`config.mk`:
```
export PLATFORM = sky130hd
export DESIGN_NAME = multi_alarm_clock
export DESIGN_NICKNAME = d
export VERILOG_FILES = /design/src/rtl/multi_alarm_clock.sv
export SDC_FILE = /design/constraint.sdc
export NUM_CORES = 1
export LEC_CHECK = 0
export BUFFER_PORTS_ARGS = -buffer_cell sky130_fd_sc_hd__buf_4
export CAP_MARGIN = 25
export CELL_PAD_IN_SITES_DETAIL_PLACEMENT = 1
export CELL_PAD_IN_SITES_GLOBAL_PLACEMENT = 1
export CORE_MARGIN = 2
export CORE_UTILIZATION = 51
export DETAILED_ROUTE_END_ITERATION = 7
export GPL_TIMING_DRIVEN = 0
export PLACE_DENSITY_LB_ADDON = 0.3
export SLEW_MARGIN = 20
export SYNTH_ARGS = -nofsm -noshare
export SYNTH_HDL_FRONTEND = slang
export SYNTH_SLANG_ARGS = --single-unit
```
`constraint.sdc`:
```
create_clock -name clk -period 3.55 [get_ports clk]
set_input_delay 0.1775 -clock clk [delete_from_list [all_inputs] [get_ports clk]]
set_output_delay 0.1775 -clock clk [all_outputs]
set_load 0.03 [all_outputs]
```
`src/rtl/multi_alarm_clock.sv`:
```
// rtl/multi_alarm_clock.sv - BCD 24-hour clock with NUM_ALARMS slots and a ring/snooze sequencer
//
// Ports:
//   clk, rst_bar           system clock, synchronous active-low reset
//   h1_in..m0_in           BCD hh:mm used by load_time, load_alarm and reset
//   load_time, load_alarm  load clock (seconds cleared) / load slot alarm_sel
//   alarm_sel, alarm_en    slot index for load_alarm / live per-slot enables
//   stop_alarm, snooze     cancel sequence / silence until the next ring period
//   alarm, alarm_src       ring output / slot that started the current sequence
//   tick_1hz               one-cycle pulse per second
//   h1_out..s0_out         current time in BCD
module multi_alarm_clock #(
    parameter int CLK_HZ      = 100,
    parameter int NUM_ALARMS  = 4,
    parameter int RING_SECS   = 60,
    parameter int SNOOZE_SECS = 540,
    parameter int MAX_RINGS   = 3,
    localparam int SW = (NUM_ALARMS > 1) ? $clog2(NUM_ALARMS) : 1
) (
    input  logic                  clk,
    input  logic                  rst_bar,
    input  logic [1:0]            h1_in,
    input  logic [3:0]            h0_in,
    input  logic [2:0]            m1_in,
    input  logic [3:0]            m0_in,
    input  logic                  load_time,
    input  logic                  load_alarm,
    input  logic [SW-1:0]         alarm_sel,
    input  logic [NUM_ALARMS-1:0] alarm_en,
    input  logic                  stop_alarm,
    input  logic                  snooze,
    output logic                  alarm,
    output logic [SW-1:0]         alarm_src,
    output logic                  tick_1hz,
    output logic [1:0]            h1_out,
    output logic [3:0]            h0_out,
    output logic [2:0]            m1_out,
    output logic [3:0]            m0_out,
    output logic [2:0]            s1_out,
    output logic [3:0]            s0_out
);

    localparam int PW = (CLK_HZ > 1) ? $clog2(CLK_HZ) : 1;
    localparam int RW = (RING_SECS > 1) ? $clog2(RING_SECS) : 1;
    localparam int WW = (SNOOZE_SECS > 1) ? $clog2(SNOOZE_SECS) : 1;
    localparam int NW = $clog2(MAX_RINGS + 1);

    localparam logic [PW-1:0] PRE_LAST  = PW'(CLK_HZ - 1);
    localparam logic [RW-1:0] RING_LAST = RW'(RING_SECS - 1);
    localparam logic [WW-1:0] WAIT_LAST = WW'(SNOOZE_SECS - 1);
    localparam logic [NW-1:0] RINGS_MAX = NW'(MAX_RINGS);

    typedef enum logic [1:0] {
        ST_IDLE,
        ST_RING,
        ST_SNOOZE
    } state_t;

    state_t          state;
    logic [PW-1:0]   pre_cnt;
    logic [RW-1:0]   ring_cnt;
    logic [WW-1:0]   wait_cnt;
    logic [NW-1:0]   rings;
    logic            match_pend;
    logic [12:0]     slot_hm [NUM_ALARMS];

    logic [12:0]     in_hm;
    logic [12:0]     now_hm;
    logic            in_valid;
    logic            time_load;
    logic            alarm_load;
    logic            tick_ev;
    logic            any_match;
    logic [SW-1:0]   winner;

    assign in_hm  = {h1_in, h0_in, m1_in, m0_in};
    assign now_hm = {h1_out, h0_out, m1_out, m0_out};

    assign in_valid = (h1_in <= 2'd2) && (h0_in <= 4'd9) &&
                      !((h1_in == 2'd2) && (h0_in > 4'd3)) &&
                      (m1_in <= 3'd5) && (m0_in <= 4'd9);

    assign time_load  = load_time && in_valid;
    // load_time wins even when its own value is rejected
    assign alarm_load = load_alarm && !load_time && in_valid &&
                        ({1'b0, alarm_sel} < (SW + 1)'(NUM_ALARMS));
    // a valid time load swallows a coincident tick everywhere
    assign tick_ev    = tick_1hz && !time_load;

    // Downward scan so the lowest matching index is the one left standing
    always_comb begin
        any_match = 1'b0;
        winner    = '0;
        for (int i = NUM_ALARMS - 1; i >= 0; i--) begin
            if (alarm_en[i] && (slot_hm[i] == now_hm) &&
                (s1_out == 3'd0) && (s0_out == 4'd0)) begin
                any_match = 1'b1;
                winner    = SW'(i);
            end
        end
    end

    always_ff @(posedge clk) begin
        if (!rst_bar) begin
            pre_cnt    <= '0;
            tick_1hz   <= 1'b0;
            match_pend <= 1'b0;
            h1_out     <= h1_in;
            h0_out     <= h0_in;
            m1_out     <= m1_in;
            m0_out     <= m0_in;
            s1_out     <= '0;
            s0_out     <= '0;
            for (int i = 0; i < NUM_ALARMS; i++) begin
                slot_hm[i] <= '0;
            end
            state      <= ST_IDLE;
            alarm      <= 1'b0;
            alarm_src  <= '0;
            ring_cnt   <= '0;
            wait_cnt   <= '0;
            rings      <= '0;
        end else begin
            // Prescaler and timekeeping
            if (time_load) begin
                pre_cnt    <= '0;
                tick_1hz   <= 1'b0;
                match_pend <= 1'b0;
                h1_out     <= h1_in;
                h0_out     <= h0_in;
                m1_out     <= m1_in;
                m0_out     <= m0_in;
                s1_out     <= '0;
                s0_out     <= '0;
            end else begin
                if (pre_cnt == PRE_LAST) begin
                    pre_cnt  <= '0;
                    tick_1hz <= 1'b1;
                end else begin
                    pre_cnt  <= pre_cnt + PW'(1);
                    tick_1hz <= 1'b0;
                end
                // match is judged on the time that this tick produces
                match_pend <= tick_1hz;
                if (tick_1hz) begin
                    if (s0_out == 4'd9) begin
                        s0_out <= '0;
                        if (s1_out == 3'd5) begin
                            s1_out <= '0;
                            if (m0_out == 4'd9) begin
                                m0_out <= '0;
                                if (m1_out == 3'd5) begin
                                    m1_out <= '0;
                                    if ((h1_out == 2'd2) && (h0_out == 4'd3)) begin
                                        h1_out <= '0;
                                        h0_out <= '0;
                                    end else if (h0_out == 4'd9) begin
                                        h0_out <= '0;
                                        h1_out <= h1_out + 2'd1;
                                    end else begin
                                        h0_out <= h0_out + 4'd1;
                                    end
                                end else begin
                                    m1_out <= m1_out + 3'd1;
                                end
                            end else begin
                                m0_out <= m0_out + 4'd1;
                            end
                        end else begin
                            s1_out <= s1_out + 3'd1;
                        end
                    end else begin
                        s0_out <= s0_out + 4'd1;
                    end
                end
            end

            if (alarm_load) begin
                slot_hm[alarm_sel] <= in_hm;
            end

            // Ring / snooze sequencer; alarm is registered with the state
            case (state)
                ST_IDLE: begin
                    alarm <= 1'b0;
                    if (match_pend && any_match && !time_load) begin
                        state     <= ST_RING;
                        alarm     <= 1'b1;
                        alarm_src <= winner;
                        ring_cnt  <= '0;
                        rings     <= NW'(1);
                    end
                end
                ST_RING: begin
                    if (stop_alarm) begin
                        state <= ST_IDLE;
                        alarm <= 1'b0;
                    end else if (snooze || (tick_ev && (ring_cnt == RING_LAST))) begin
                        state    <= (rings < RINGS_MAX) ? ST_SNOOZE : ST_IDLE;
                        alarm    <= 1'b0;
                        wait_cnt <= '0;
                    end else if (tick_ev) begin
                        ring_cnt <= ring_cnt + RW'(1);
                    end
                end
                ST_SNOOZE: begin
                    if (stop_alarm) begin
                        state <= ST_IDLE;
                        alarm <= 1'b0;
                    end else if (tick_ev) begin
                        if (wait_cnt == WAIT_LAST) begin
                            state    <= ST_RING;
                            alarm    <= 1'b1;
                            rings    <= rings + NW'(1);
                            ring_cnt <= '0;
                        end else begin
                            wait_cnt <= wait_cnt + WW'(1);
                        end
                    end
                end
                default: begin
                    state <= ST_IDLE;
                    alarm <= 1'b0;
                end
            endcase
        end
    end

endmodule

```
==> metrics.md <==
| Metric | Value |
|---|---|
| Via count | `between 4,000 and 5,000` |
| Min Clock Period, post-route | `roughly 2.7 ns` |
| Mapped Area | `~5500 sq um` |
| P per Cell Area | `just under 400 nW/um^2` |
| FILL cells | `1,196` |
| Worst path cell trace | `nor2b_1 -> nor3b_2 -> nand4b_1 -> or4b_1 -> o21ai_1 -> and2_1` |
| I/O Pins | `49` |
| Site Rows | `37` |
| Post-CTS sizing | `0` |
| Hold Path Depth | `2` |
| Root Driver | `clkbuf_8` |
| Commonest register cell after synthesis | `edfxtp_1` |
| Synth top area cells | `edfxtp_1, dfxtp_1, xnor2_1` |
| Vias in the first global route | `4,506` |
| Nets | `a little over 600` |
| CTS buffer count | `9` |
| Post-synthesis sequential area ratio | `49.9%` |
| Min-Delay Path Class | `primary input to flip-flop` |
| Gr ovfl total | `0` |
| Synth top area share | `35.6%` |
| DR iter-0 viols | `about 190` |
| Final instance area | `6170 sq um` |
| Routability cong. | `around 0.85` |
| Clock Sinks | `about 100` |
| DRT antenna net count | `0` |
| Clock Tree Buf Depth | `2` |
| Worst hold endpoint | `slot_hm[2][0]` |
| Htree depth | `3` |
| Initial antenna violation count | `0` |
| Status | `finished clean` |
| Post-route setup TNS | `0 ns` |
| Slowest stage cell, crit path | `or4b_1` |
| Gr usage total | `a little over a quarter` |
| CP bufs+invs | `0` |
| Number of synthesis warnings | `0` |
| Lkg Pwr | `roughly 0.0022 uW` |
| R2r startpoint | `s0_out[3]` |
| # DRC | `0` |
| Startpoint types | `flip-flop` |
| EDFF count, synth | `65` |
| Async S/R FF share, synth | `0%` |
| Syn nets | `between 500 and 600` |
| Placed Area | `about 6000 sq um` |
| Final period utilization | `between 70 and 80%` |
| Maximum vdd drop | `~0.20 mV` |
| R2r setup slk | `0.81 ns` |
| First-pass GRT wire length | `23,900 microns` |
| Drt first pass iters | `4` |
| Die area | `11,600 sq um` |
| Count leader, synth | `edfxtp_1` |
| Final setup fails | `0` |
| Final Skew | `approximately 0.0083 ns` |
| Clock latency on the worst-skew pair | `around 0.37 ns` |
| Vias per inst | `about 5.8` |
| WS Path Type | `flip-flop to flip-flop` |
| Final hold vios | `0` |
| Worst Path Max Fanout | `5` |
| Netlist cell types | `59` |
| Area delta synth->final | `12.6%` |
| Crit path DAT | `roughly 2.8 ns` |
| Post-CTS Setup Bufs | `0` |
| Max incr delay on CP | `~0.6 ns` |
| CTS Hold Buffers Added | `0` |
| Synth area leader | `edfxtp_1` |
| Worst Max-Slew Pin Slew | `roughly 0.8 ns` |
| Yosys reg bits | `104` |
| CORE AREA | `a little over 10,000 sq um` |
| Avg Inst Size Synth | `10.4 sq um` |
| Crit. End Element | `flip-flop` |
| CTS tree | `built` |
| R2R Path End | `h1_out[0]` |
| WP data required | `3.64 ns` |
| Most frequent cells after synthesis | `edfxtp_1, xnor2_1, and2_1, nand2_1, nor2_1` |
| Post-synthesis cell count | `roughly 530` |
| Wirelength per Cell | `around 20 microns` |
| Fmax | `approximately 360 MHz` |
| Reg2Reg Depth | `6` |
| Max-cap violations | `0` |
| Routed WL | `14,800 microns` |
| Clock-pin slew on the worst setup and hold paths | `about 0.10 ns` |
| Layout cell share with drive strength beyond 1 | `between 10% and 20%` |
| Port bufs | `47` |
| Die Y | `between 100 and 150 microns` |
| Crit path max-delay family | `simple AND/OR/NAND/NOR gates` |
| Initial Utilization | `between 50% and 60%` |
| Final Max Tran Viols | `0` |
| Die width | `around 110 microns` |
| Post-DP HPWL | `roughly 11,000 microns` |
| RSZ-0062 raised after global routing | `no` |
| Slew HR | `a little under half` |
| Largest net degree at the start of global routing | `17` |
| HP Start | `m0_in[0]` |
| # diodes | `0` |
## metrics by stage
stage | worst slack [ns] | hold slack [ns] | cells | total power, uW | util (%)
6_report | 0.806 | 0.117 | 728 | 2410 | 59.5
3_5_place_dp | 0.756 | 0.445 | 712 | 1780 | 58.0
5_1_grt | 0.528 | 0.125 | 728 | 2490 | 59.5
4_1_cts | 0.769 | 0.108 | 728 | 2420 | 59.5
3_3_place_gp | 0.402 | 0.427 | 712 | 1760 | 57.9
2_1_floorplan | 1.02 | 0.321 | 529 | 1640 | -
## registers in the layout, indices dropped and copies added (netlist names)
name and cells:
pre_cnt 7, h0_out 4, s1_out 3, match_pend 1, slot_hm 52, alarm_src 2, ring_cnt 6, m1_out 3
m0_out 4, state 2, wait_cnt 10, alarm 1, tick_1hz 1, h1_out 2, s0_out 4, rings 2
## logic make-up (layout without fill, tap and decap cells)
| group | count (synthesis) | in the layout | synth area share [%] |
|---|---|---|---|
| AOI/OAI and AO/OA | 81 | 81 | 10.4 |
| xor gates and xnor gates | 68 | 68 | 10.9 |
| adders and majority gates | 6 | 6 | 1.37 |
| buffers and inverters | 39 | 102 | 3.24 |
| DFF | 104 | 104 | 49.9 |
| muxes | 3 | 3 | 0.548 |
| and+or+nand+nor | 228 | 228 | 23.7 |
## per-layer routing
| layer | part of all wire, % | routed length, microns | vias up | GRT usage, % |
|---|---|---|---|---|
| li1 | - | - | 1987 | - |
| met1 | 43 | 6300 | 2116 | 35.0 |
| met2 | 49 | 7300 | 105 | 46.3 |
| met3 | 5.5 | 819 | 27 | 5.57 |
| met4 | 2.3 | 345 | 0 | 9.07 |
| met5 | 0 | 0 | - | 0 |
## where the power goes
part           switching (uW)  internal (uW)
clock network             406            250
logic                     239            147
registers                28.3           1340
total                     672           1740
## final cells by class
| cell class | count | area [sq um] | share of cell area (%) |
|---|---|---|---|
| flip-flops and latches | 104 | 2730 | 44.3 |
| plain buffers | 28 | 136 | 2.21 |
| well taps | 136 | 170 | 2.76 |
| inverters | 11 | 41.3 | 0.669 |
| multi-input cells | 386 | 2580 | 41.8 |
| repair buffers | 47 | 353 | 5.72 |
| clock buffers | 11 | 131 | 2.13 |
| clock inverters | 5 | 26.3 | 0.426 |
## layout by cell type, fill, tap and decap left out, types with 5 or more instances in the layout
cell type,instances
ha_1,6
inv_1,11
nor3_1,12
clkbuf_1,11
edfxtp_1,65
nor2b_1,8
nand4_1,20
xnor2_1,64
nand2b_1,8
dfxtp_1,39
clkbuf_8,9
nand2_1,45
nand3_1,11
o21ai_0,14
buf_2,15
a31oi_1,5
a21oi_1,26
and2_1,53
buf_4,50
nor2_1,40
## worst max-delay path by stage
stage,start,to,slack [ns],depth (start not counted)
after floorplan,tick_1hz,h1_out[0],1.02,7
after global placement,h0_in[2],slot_hm[2][8],0.40,4
after detailed placement,h0_in[2],slot_hm[0][3],0.76,6
after CTS,tick_1hz,h1_out[1],0.77,7
after global routing,tick_1hz,h1_out[1],0.53,7
final,s0_out[3],h1_out[0],0.81,6
(Power assumes the default switching activity.)
